File: config.mk
export PLATFORM = sky130hd
export DESIGN_NAME = parking_gate_controller
export DESIGN_NICKNAME = d
export VERILOG_FILES = /design/src/rtl/parking_gate_controller.sv
export SDC_FILE = /design/constraint.sdc
export NUM_CORES = 1
export LEC_CHECK = 0
export ABC_AREA = 1
export CAP_MARGIN = 20
export CORE_ASPECT_RATIO = 0.8
export CORE_MARGIN = 2
export CORE_UTILIZATION = 58
export CTS_BUF_LIST = sky130_fd_sc_hd__clkbuf_8
export DETAILED_ROUTE_END_ITERATION = 12
export PLACE_DENSITY_LB_ADDON = 0.05
export SLEW_MARGIN = 40
export SYNTH_ARGS = -nofsm -noshare
export SYNTH_HDL_FRONTEND = slang
export SYNTH_SLANG_ARGS = --single-unit
File: constraint.sdc
create_clock -name clk -period 1.78 [get_ports clk]
set_clock_uncertainty 0.05 [all_clocks]
set_input_delay 0.356 -clock clk [delete_from_list [all_inputs] [get_ports clk]]
set_output_delay 0.356 -clock clk [all_outputs]
set_load 0.1 [all_outputs]
File: src/rtl/parking_gate_controller.sv
`timescale 1ns/1ps
// parking_gate_controller
//   Lane-side front end for the parking lot manager. Debounces the entry and
//   exit loop sensors, arbitrates between lanes (exit first), issues request
//   pulses to the manager, interprets its response, drives the barrier and
//   keeps per-direction traffic counters.
// Ports:
//   clk, reset (async, active-low)
//   raw_entry, raw_exit       undebounced loop sensors, 1 = vehicle present
//   exit_position_in[1:0]     spot index from the exit ticket reader
//   door_open, full_led       manager response pulses
//   entry_sensor, exit_sensor request pulses to the manager
//   exiting_position[1:0]     spot index accompanying an exit request
//   barrier_up                barrier actuator command
//   busy                      controller not idle
//   reject                    1-cycle pulse: request refused or timed out
//   lot_full_ind              sticky lot-full indicator
//   entries_cnt, exits_cnt    granted traffic counters (wrapping)
module parking_gate_controller #(
  parameter int unsigned DEBOUNCE_CYCLES = 4,
  parameter int unsigned OPEN_CYCLES     = 16,
  parameter int unsigned RESP_TIMEOUT    = 4
) (
  input  logic       clk,
  input  logic       reset,
  input  logic       raw_entry,
  input  logic       raw_exit,
  input  logic [1:0] exit_position_in,
  input  logic       door_open,
  input  logic       full_led,
  output logic       entry_sensor,
  output logic       exit_sensor,
  output logic [1:0] exiting_position,
  output logic       barrier_up,
  output logic       busy,
  output logic       reject,
  output logic       lot_full_ind,
  output logic [7:0] entries_cnt,
  output logic [7:0] exits_cnt
);

  localparam int unsigned DB_W       = 4;
  localparam int unsigned TMR_W      = 8;
  localparam int unsigned CNT_W      = 8;
  localparam int unsigned POS_W      = 2;
  localparam int unsigned LANE_EXIT  = 0;
  localparam int unsigned LANE_ENTRY = 1;

  typedef enum logic [2:0] {
    S_IDLE,
    S_REQ,
    S_WAIT_RESP,
    S_OPEN,
    S_CLOSE,
    S_HOLD
  } state_e;

  state_e                  state_q, state_d;
  logic [1:0]              raw;
  logic [1:0]              deb_q, deb_d;
  logic [1:0][DB_W-1:0]    db_cnt_q, db_cnt_d;
  logic [1:0]              rise;
  logic [1:0]              pend_q, pend_d, pend_clr;
  logic [POS_W-1:0]        pos_q, pos_d;
  logic [POS_W-1:0]        req_pos_q, req_pos_d;
  logic                    lane_exit_q, lane_exit_d;
  logic [TMR_W-1:0]        tmr_q, tmr_d;
  logic                    lane_deb;
  logic                    entry_sensor_q, entry_sensor_d;
  logic                    exit_sensor_q, exit_sensor_d;
  logic [POS_W-1:0]        exiting_position_q, exiting_position_d;
  logic                    barrier_up_q, barrier_up_d;
  logic                    busy_q, busy_d;
  logic                    reject_q, reject_d;
  logic                    lot_full_q, lot_full_d;
  logic [CNT_W-1:0]        entries_cnt_q, entries_cnt_d;
  logic [CNT_W-1:0]        exits_cnt_q, exits_cnt_d;
  logic                    set_full, close_entry, close_exit;

  assign raw[LANE_EXIT]  = raw_exit;
  assign raw[LANE_ENTRY] = raw_entry;

  // Per-lane debounce: level follows raw after DEBOUNCE_CYCLES consecutive mismatches
  always_comb begin
    deb_d    = deb_q;
    db_cnt_d = '0;
    for (int i = 0; i < 2; i++) begin
      if (raw[i] != deb_q[i]) begin
        if (db_cnt_q[i] == DB_W'(DEBOUNCE_CYCLES - 1)) begin
          deb_d[i] = raw[i];
        end else begin
          db_cnt_d[i] = db_cnt_q[i] + DB_W'(1);
        end
      end
    end
  end

  assign rise = deb_d & ~deb_q;

  // Arrivals seen while a lane is already pending are dropped
  always_comb begin
    pend_d = (pend_q & ~pend_clr) | (rise & ~pend_q);
    pos_d  = pos_q;
    if (rise[LANE_EXIT] && !pend_q[LANE_EXIT]) begin
      pos_d = exit_position_in;
    end
  end

  assign lane_deb = lane_exit_q ? deb_q[LANE_EXIT] : deb_q[LANE_ENTRY];

  // Next-state, transaction bookkeeping and registered-output decode
  always_comb begin
    state_d     = state_q;
    lane_exit_d = lane_exit_q;
    req_pos_d   = req_pos_q;
    tmr_d       = tmr_q;
    pend_clr    = '0;
    reject_d    = 1'b0;
    set_full    = 1'b0;
    close_entry = 1'b0;
    close_exit  = 1'b0;

    case (state_q)
      S_IDLE: begin
        // Exit first: it frees capacity for the waiting entry
        if (pend_q[LANE_EXIT]) begin
          state_d             = S_REQ;
          lane_exit_d         = 1'b1;
          req_pos_d           = pos_q;
          pend_clr[LANE_EXIT] = 1'b1;
        end else if (pend_q[LANE_ENTRY]) begin
          state_d              = S_REQ;
          lane_exit_d          = 1'b0;
          pend_clr[LANE_ENTRY] = 1'b1;
        end
      end
      S_REQ: begin
        state_d = S_WAIT_RESP;
        tmr_d   = '0;
      end
      S_WAIT_RESP: begin
        if (door_open) begin
          state_d = S_OPEN;
          tmr_d   = '0;
        end else if (full_led && !lane_exit_q) begin
          state_d  = S_HOLD;
          set_full = 1'b1;
          reject_d = 1'b1;
        end else if (tmr_q == TMR_W'(RESP_TIMEOUT - 1)) begin
          state_d  = S_HOLD;
          reject_d = 1'b1;
        end else begin
          tmr_d = tmr_q + TMR_W'(1);
        end
      end
      S_OPEN: begin
        // Timer saturates; a lingering vehicle keeps the barrier up
        if (tmr_q == TMR_W'(OPEN_CYCLES - 1)) begin
          if (!lane_deb) begin
            state_d     = S_CLOSE;
            close_exit  = lane_exit_q;
            close_entry = !lane_exit_q;
          end
        end else begin
          tmr_d = tmr_q + TMR_W'(1);
        end
      end
      S_CLOSE: begin
        state_d = S_IDLE;
      end
      S_HOLD: begin
        if (!lane_deb) begin
          state_d = S_IDLE;
        end
      end
      default: begin
        state_d = S_IDLE;
      end
    endcase

    // Request pulses follow the REQ cycle; the position stays valid for the response window
    entry_sensor_d     = (state_q == S_REQ) && !lane_exit_q;
    exit_sensor_d      = (state_q == S_REQ) && lane_exit_q;
    exiting_position_d = ((state_q == S_REQ || state_q == S_WAIT_RESP) && lane_exit_q)
                         ? req_pos_q : '0;
    barrier_up_d       = (state_d == S_OPEN);
    busy_d             = (state_d != S_IDLE);

    lot_full_d = lot_full_q;
    if (set_full) begin
      lot_full_d = 1'b1;
    end else if (close_exit) begin
      lot_full_d = 1'b0;
    end

    entries_cnt_d = close_entry ? entries_cnt_q + CNT_W'(1) : entries_cnt_q;
    exits_cnt_d   = close_exit  ? exits_cnt_q + CNT_W'(1)   : exits_cnt_q;
  end

  // State and output registers
  always_ff @(posedge clk or negedge reset) begin
    if (!reset) begin
      state_q            <= S_IDLE;
      deb_q              <= '0;
      db_cnt_q           <= '0;
      pend_q             <= '0;
      pos_q              <= '0;
      req_pos_q          <= '0;
      lane_exit_q        <= 1'b0;
      tmr_q              <= '0;
      entry_sensor_q     <= 1'b0;
      exit_sensor_q      <= 1'b0;
      exiting_position_q <= '0;
      barrier_up_q       <= 1'b0;
      busy_q             <= 1'b0;
      reject_q           <= 1'b0;
      lot_full_q         <= 1'b0;
      entries_cnt_q      <= '0;
      exits_cnt_q        <= '0;
    end else begin
      state_q            <= state_d;
      deb_q              <= deb_d;
      db_cnt_q           <= db_cnt_d;
      pend_q             <= pend_d;
      pos_q              <= pos_d;
      req_pos_q          <= req_pos_d;
      lane_exit_q        <= lane_exit_d;
      tmr_q              <= tmr_d;
      entry_sensor_q     <= entry_sensor_d;
      exit_sensor_q      <= exit_sensor_d;
      exiting_position_q <= exiting_position_d;
      barrier_up_q       <= barrier_up_d;
      busy_q             <= busy_d;
      reject_q           <= reject_d;
      lot_full_q         <= lot_full_d;
      entries_cnt_q      <= entries_cnt_d;
      exits_cnt_q        <= exits_cnt_d;
    end
  end

  assign entry_sensor     = entry_sensor_q;
  assign exit_sensor      = exit_sensor_q;
  assign exiting_position = exiting_position_q;
  assign barrier_up       = barrier_up_q;
  assign busy             = busy_q;
  assign reject           = reject_q;
  assign lot_full_ind     = lot_full_q;
  assign entries_cnt      = entries_cnt_q;
  assign exits_cnt        = exits_cnt_q;

endmodule
Word level (Yosys, flattened, before mapping)
Index checks and enable logic that the tools add are counted.

operators by class
  $add $sub $neg = 5
  eq/ne operators = 14
  muxes and demuxes = 45
  bitwise logic cells = 7
  reductions and logical operators = 16

operators with widths
  operator                                             number
  2-to-1 mux 8 bit                                     4
  2-to-1 mux 1 bit                                     25
  adder 8 x 1 -> 8 bit, second input constant          3
  2-to-1 mux 3 bit                                     8
  one-hot mux 8 bit (3 select lines)                   1
  2-to-1 mux 4 bit                                     4
  one-hot mux 3 bit (5 select lines)                   1
  equality test 3 x 2 -> 1 bit, second input constant  3
  adder 4 x 1 -> 4 bit, second input constant          2
  equality test 4 x 2 -> 1 bit, second input constant  2
  equality test 8 x 2 -> 1 bit, second input constant  1
  equality test 8 x 4 -> 1 bit, second input constant  1
  bitwise AND 2 bit                                    3
  != test 3 bit, second input constant                 2
  inverter 2 bit                                       3
  nonzero test 3 bit                                   2
  logical AND 1 bit                                    5
  2-to-1 mux 2 bit                                     2
  AND reduction 2 bit                                  2
  AND reduction 4 bit                                  1
  nonzero test 2 bit                                   2
  equality test 3 x 1 -> 1 bit, second input constant  1
  equality test 3 bit, second input constant           1
  logical NOT 3 bit                                    1
  other kinds (5)                                      7

word-level totals
  flip-flop bits (word level) = 52
  bits of input ports = 8
  output and inout bits = 24
  logic and storage cells = 105

Longest topological paths before layout
Gate-level depths: netlist of the first run.

  word-level depth = 6
  gate-level depth with buffers = 10
  gate-level depth less buffers = 10

Least setup slack after synthesis of the first run
Ideal clock, no wire load.

  path kind = reg-to-reg
  start point = reg entries_cnt_q[1] (netlist: entries_cnt[1])
  end point = reg entries_cnt_q[7] (netlist: entries_cnt[7])
  setup time = 0.129 ns
  arrival time = 1.697 ns
  required time = 1.601 ns
  slack = -0.096 ns
  cell stages (with the launch flop) = 7
  buffers on the path = 0
  period minus slack after synthesis = 1.876 ns
  cell sequence = dfrtp_1 -> inv_1 -> nor3_1 -> nand2_1 -> xor2_1 -> nand2_1 -> o21ai_0

between the ends
  longest elaborated chain between the ends = 1

RTL lines
  what                    RTL line  source
  start, declared         76        logic [CNT_W-1:0] entries_cnt_q, entries_cnt_d;
  start signal, assigned  236       entries_cnt_q <= entries_cnt_d;
  adder 8 x 1 -> 8 bit    196       entries_cnt_d = close_entry ? entries_cnt_q + CNT_W'(1) : entries_cnt_q;

No other way between the ends.
A chain may end at the register's enable or synchronous reset.

Worst setup path in the final report of the first run
  start point = reg tmr_q[1]
  end point = reg exits_cnt_q[3] (netlist: exits_cnt[3])

between the ends
  longest elaborated chain between the ends = 3

RTL lines
  what                          RTL line  source
  start, declared               67        logic [TMR_W-1:0] tmr_q, tmr_d;
  start signal, assigned        228       tmr_q <= tmr_d;
  equality test 8 x 4 -> 1 bit  158       if (tmr_q == TMR_W'(OPEN_CYCLES - 1)) begin
  2-to-1 mux 1 bit              158
  2-to-1 mux 1 bit              123       case (state_q)
  end signal, assigned          237       exits_cnt_q <= exits_cnt_d;
  end, declared                 77        logic [CNT_W-1:0] exits_cnt_q, exits_cnt_d;

No other way between the ends.

==> flow_summary.toml, run 1 <==
[run_status]
status = "finished, final reports clean"

[pwr]
ir_worst_vdd_v = 0.00136
p_per_area_mw_per_mm2 = 1200
leakagePower_nw = 1.73

[worst_setup_path]
crit_type = "reg -> reg"
arrival_ns = 1.85
cp.required_ns = 1.95
setup.worst_path.end_class = "flip-flop"
worstPathMaxFanout = 10
cp-start-kind = "flip-flop"

[yosys]
ys_types = 29
yosysSeqAreaShare_pct = 48.7
synthTopCellsByCount = "nand2_1, dfrtp_1, inv_1"
synthCells = 332
netlist_area_mm2 = 0.00267
synth_edf_count = 0
ys_top_cells_by_area = "dfrtp_1, nand2_1, inv_1"
ys_ff_latch = 52
post-synth-top-count-cell = "nand2_1"
async_flop_share_pct = 100
ys.flop_type = "dfrtp_1"
yosysWarnings = 0
yosysTopAreaCellShare_pct = 48.7
syn_nets = 345
synth_area_leader_cell = "dfrtp_1"
avgSynthCellArea_um2 = 8.05

[routing]
routed_wl_mm = 5.63
vias_per_cell = 5.18
wl_per_cell_um = 12.7
vias = 2288
drcViolationCount = 0
dr.pass1.iters = 5
drtIter0Drc = 100
ant_nets = 0

[floorplan]
initial_core_util_pct = 59.2
chipWidth_um = 79.9
top_level_ports = 32
core_mm2 = 0.00451
die_area_mm2 = 0.00517
die_h_um = 64.7
rows = 22

[clock_tree]
htree_levels = 2
clockRootBuffer = "clkbuf_8"
worstSkewPairLatency_ns = 0.32
cts_buffer_depth = 2
cts_sinks = 52
cts_made_buffers = 5
path_clk_slew_ns = 0.11
cts_tree = "yes"

[sta]
worst_slew_pin_slew_ns = 0.405
fin_crit_sh_pct = 94.6
period_minus_slack_ns = 1.68
setup_viol = 0
fin_tns_setup_ns = 0
finalHoldViolations = 0
report.final.slew_viol_count = 0
fmaxAchievable_mhz = 594
max_slew_margin_pct = 72.8

[worst_hold_path]
worstHoldPathType = "in -> async"

[final_layout]
syn_to_final_growth_pct = 31.5
drive_gt1_share_pct = 18.1
num_antenna_cells = 0
post-route-util_pct = 77.9
fin_nets = 394

[grt]
grtUsageMet2_pct = 40.8
met3_usage_pct = 5.71
grt-busiest-layer = "met2"
grt_overflow_total = 0
grt_pass1_vias = 2192
track_usage_pct = 24.5
grt_use_met1_pct = 31.2
grt_max_degree = 34
grt_pass1_wl_mm = 9.76
antenna_found_initial = 0

[job]
cap_violations = 0

[placed_design]
io_buffers = 31
dpl.hpwl_mm = 4.31
gp_congestion = 0.892
[logic make-up (layout without fill, tap and decap cells)]
group,after synthesis,count (layout),share of synthesized area (%)
simple gates,177,177,29.5
flops,52,52,48.7
buf+inv,52,102,7.63
compound gates,28,28,5.71
xor+xnor,18,18,6.18
fa+ha+maj,5,5,2.34
[worst max-delay path: stages (launching register included)]
cell     delay (ns)
dfrtp_1        0.43
ha_2           0.23
nand3_2        0.12
nor2_4         0.16
nand3_4        0.13
nor2_4         0.13
buf_12         0.14
nand2_1        0.05
nand2_1        0.07
nand2_1        0.06
[state kept, by name, indices dropped and copies added (netlist names), 2 cells and up]
register / count
db_cnt_q: 8
entries_cnt: 8
exits_cnt: 8
tmr_q: 8
state_q: 3
deb_q: 2
exiting_position: 2
pend_q: 2
pos_q: 2
req_pos_q: 2
[routing by layer]
metal / up-vias / share of wire, %
li1: 1136 / -
met1: 1091 / 45
met2: 49 / 49
met3: 12 / 4.5
met4: 0 / 1.7
met5: - / 0
[per-stage QoR]
step / std cells / setup slack, ns / total power, W / cell area [um^2] / hold slack, ns
after floorplan: 332 / 0.0285 / 0.00288 / 2680 / 0.0104
final: 442 / 0.0961 / 0.00423 / 3520 / 0.304
after global routing: 442 / -0.00703 / 0.00451 / 3520 / 0.308
after CTS: 439 / 0.0462 / 0.00424 / 3490 / 0.304
after detailed placement: 430 / 0.0846 / 0.00350 / 3380 / 0.112
after global placement: 430 / 0.128 / 0.00345 / 3380 / 0.110
[path summary, 6_finish.rpt]
kind | start | endpoint | slack [ns] | cells after the start
max in group asynchronous | reset | exits_cnt[4]$_DFFE_PN0P_ | 0.94 | 3
min in group clk | db_cnt_q[4]$_DFF_PN0_ | db_cnt_q[4]$_DFF_PN0_ | 0.41 | 1
max reg2reg | tmr_q[1]$_DFFE_PN0P_ | exits_cnt[3]$_DFFE_PN0P_ | 0.1 | 9
min reg2reg | db_cnt_q[4]$_DFF_PN0_ | db_cnt_q[4]$_DFF_PN0_ | 0.41 | 1
min | reset | db_cnt_q[2]$_DFF_PN0_ | 0.30 | 2
max | tmr_q[1]$_DFFE_PN0P_ | exits_cnt[3]$_DFFE_PN0P_ | 0.1 | 9
[repair_timing]
item                                    4_1_cts  5_1_grt
hold endpoints to repair                     37        0
setup buffers                                 0        3
endpoints found under the setup margin        0        6
resized for setup                             0        2
hold buffers                                  1        0
[cell usage in the layout (no fill, tap or decap), types with 5 or more instances in the layout]
cell type        synthesis  routed
nand3_1                 17      17
nand4_1                 10      10
o21ai_0                 18      18
buf_12                   0      26
nand2_1                102     102
inv_1                   47      47
dfrtp_1                 52      46
xor2_1                  10      10
clkdlybuf4s50_1          0       6
xnor2_1                  7       7
nor2_1                  29      29
buf_4                    0      10
dfrtp_2                  0       6
clkbuf_8                 0       5
[power by group]
| part | switching (W) | total, W | leakage (nW) | internal [W] |
|---|---|---|---|---|
| Sequential | 0.000204 | 0.00165 | 0.673 | 0.00144 |
| Clock | 0.000449 | 0.000747 | 0.0511 | 0.000298 |
| Combinational | 0.00121 | 0.00184 | 1.00 | 0.000626 |
| Total | 0.00186 | 0.00423 | 1.73 | 0.00237 |
[layout make-up]
class	count	area (um^2)
Fill cell	300	998
Multi-Input combinational cell	228	1180
Inverter	50	188
Tap cell	60	75.1
Clock buffer	5	68.8
Sequential cell	52	1310
Timing Repair Buffer	44	671
Clock inverter	3	28.8
(Power assumes the default switching activity.)
==> inputs of run 2 (changes only) <==
- HOLD_SLACK_MARGIN: default -> 0.1
==> results of run 2 <==
No change in the layout: final DEF, timing and power equal those of run 1.
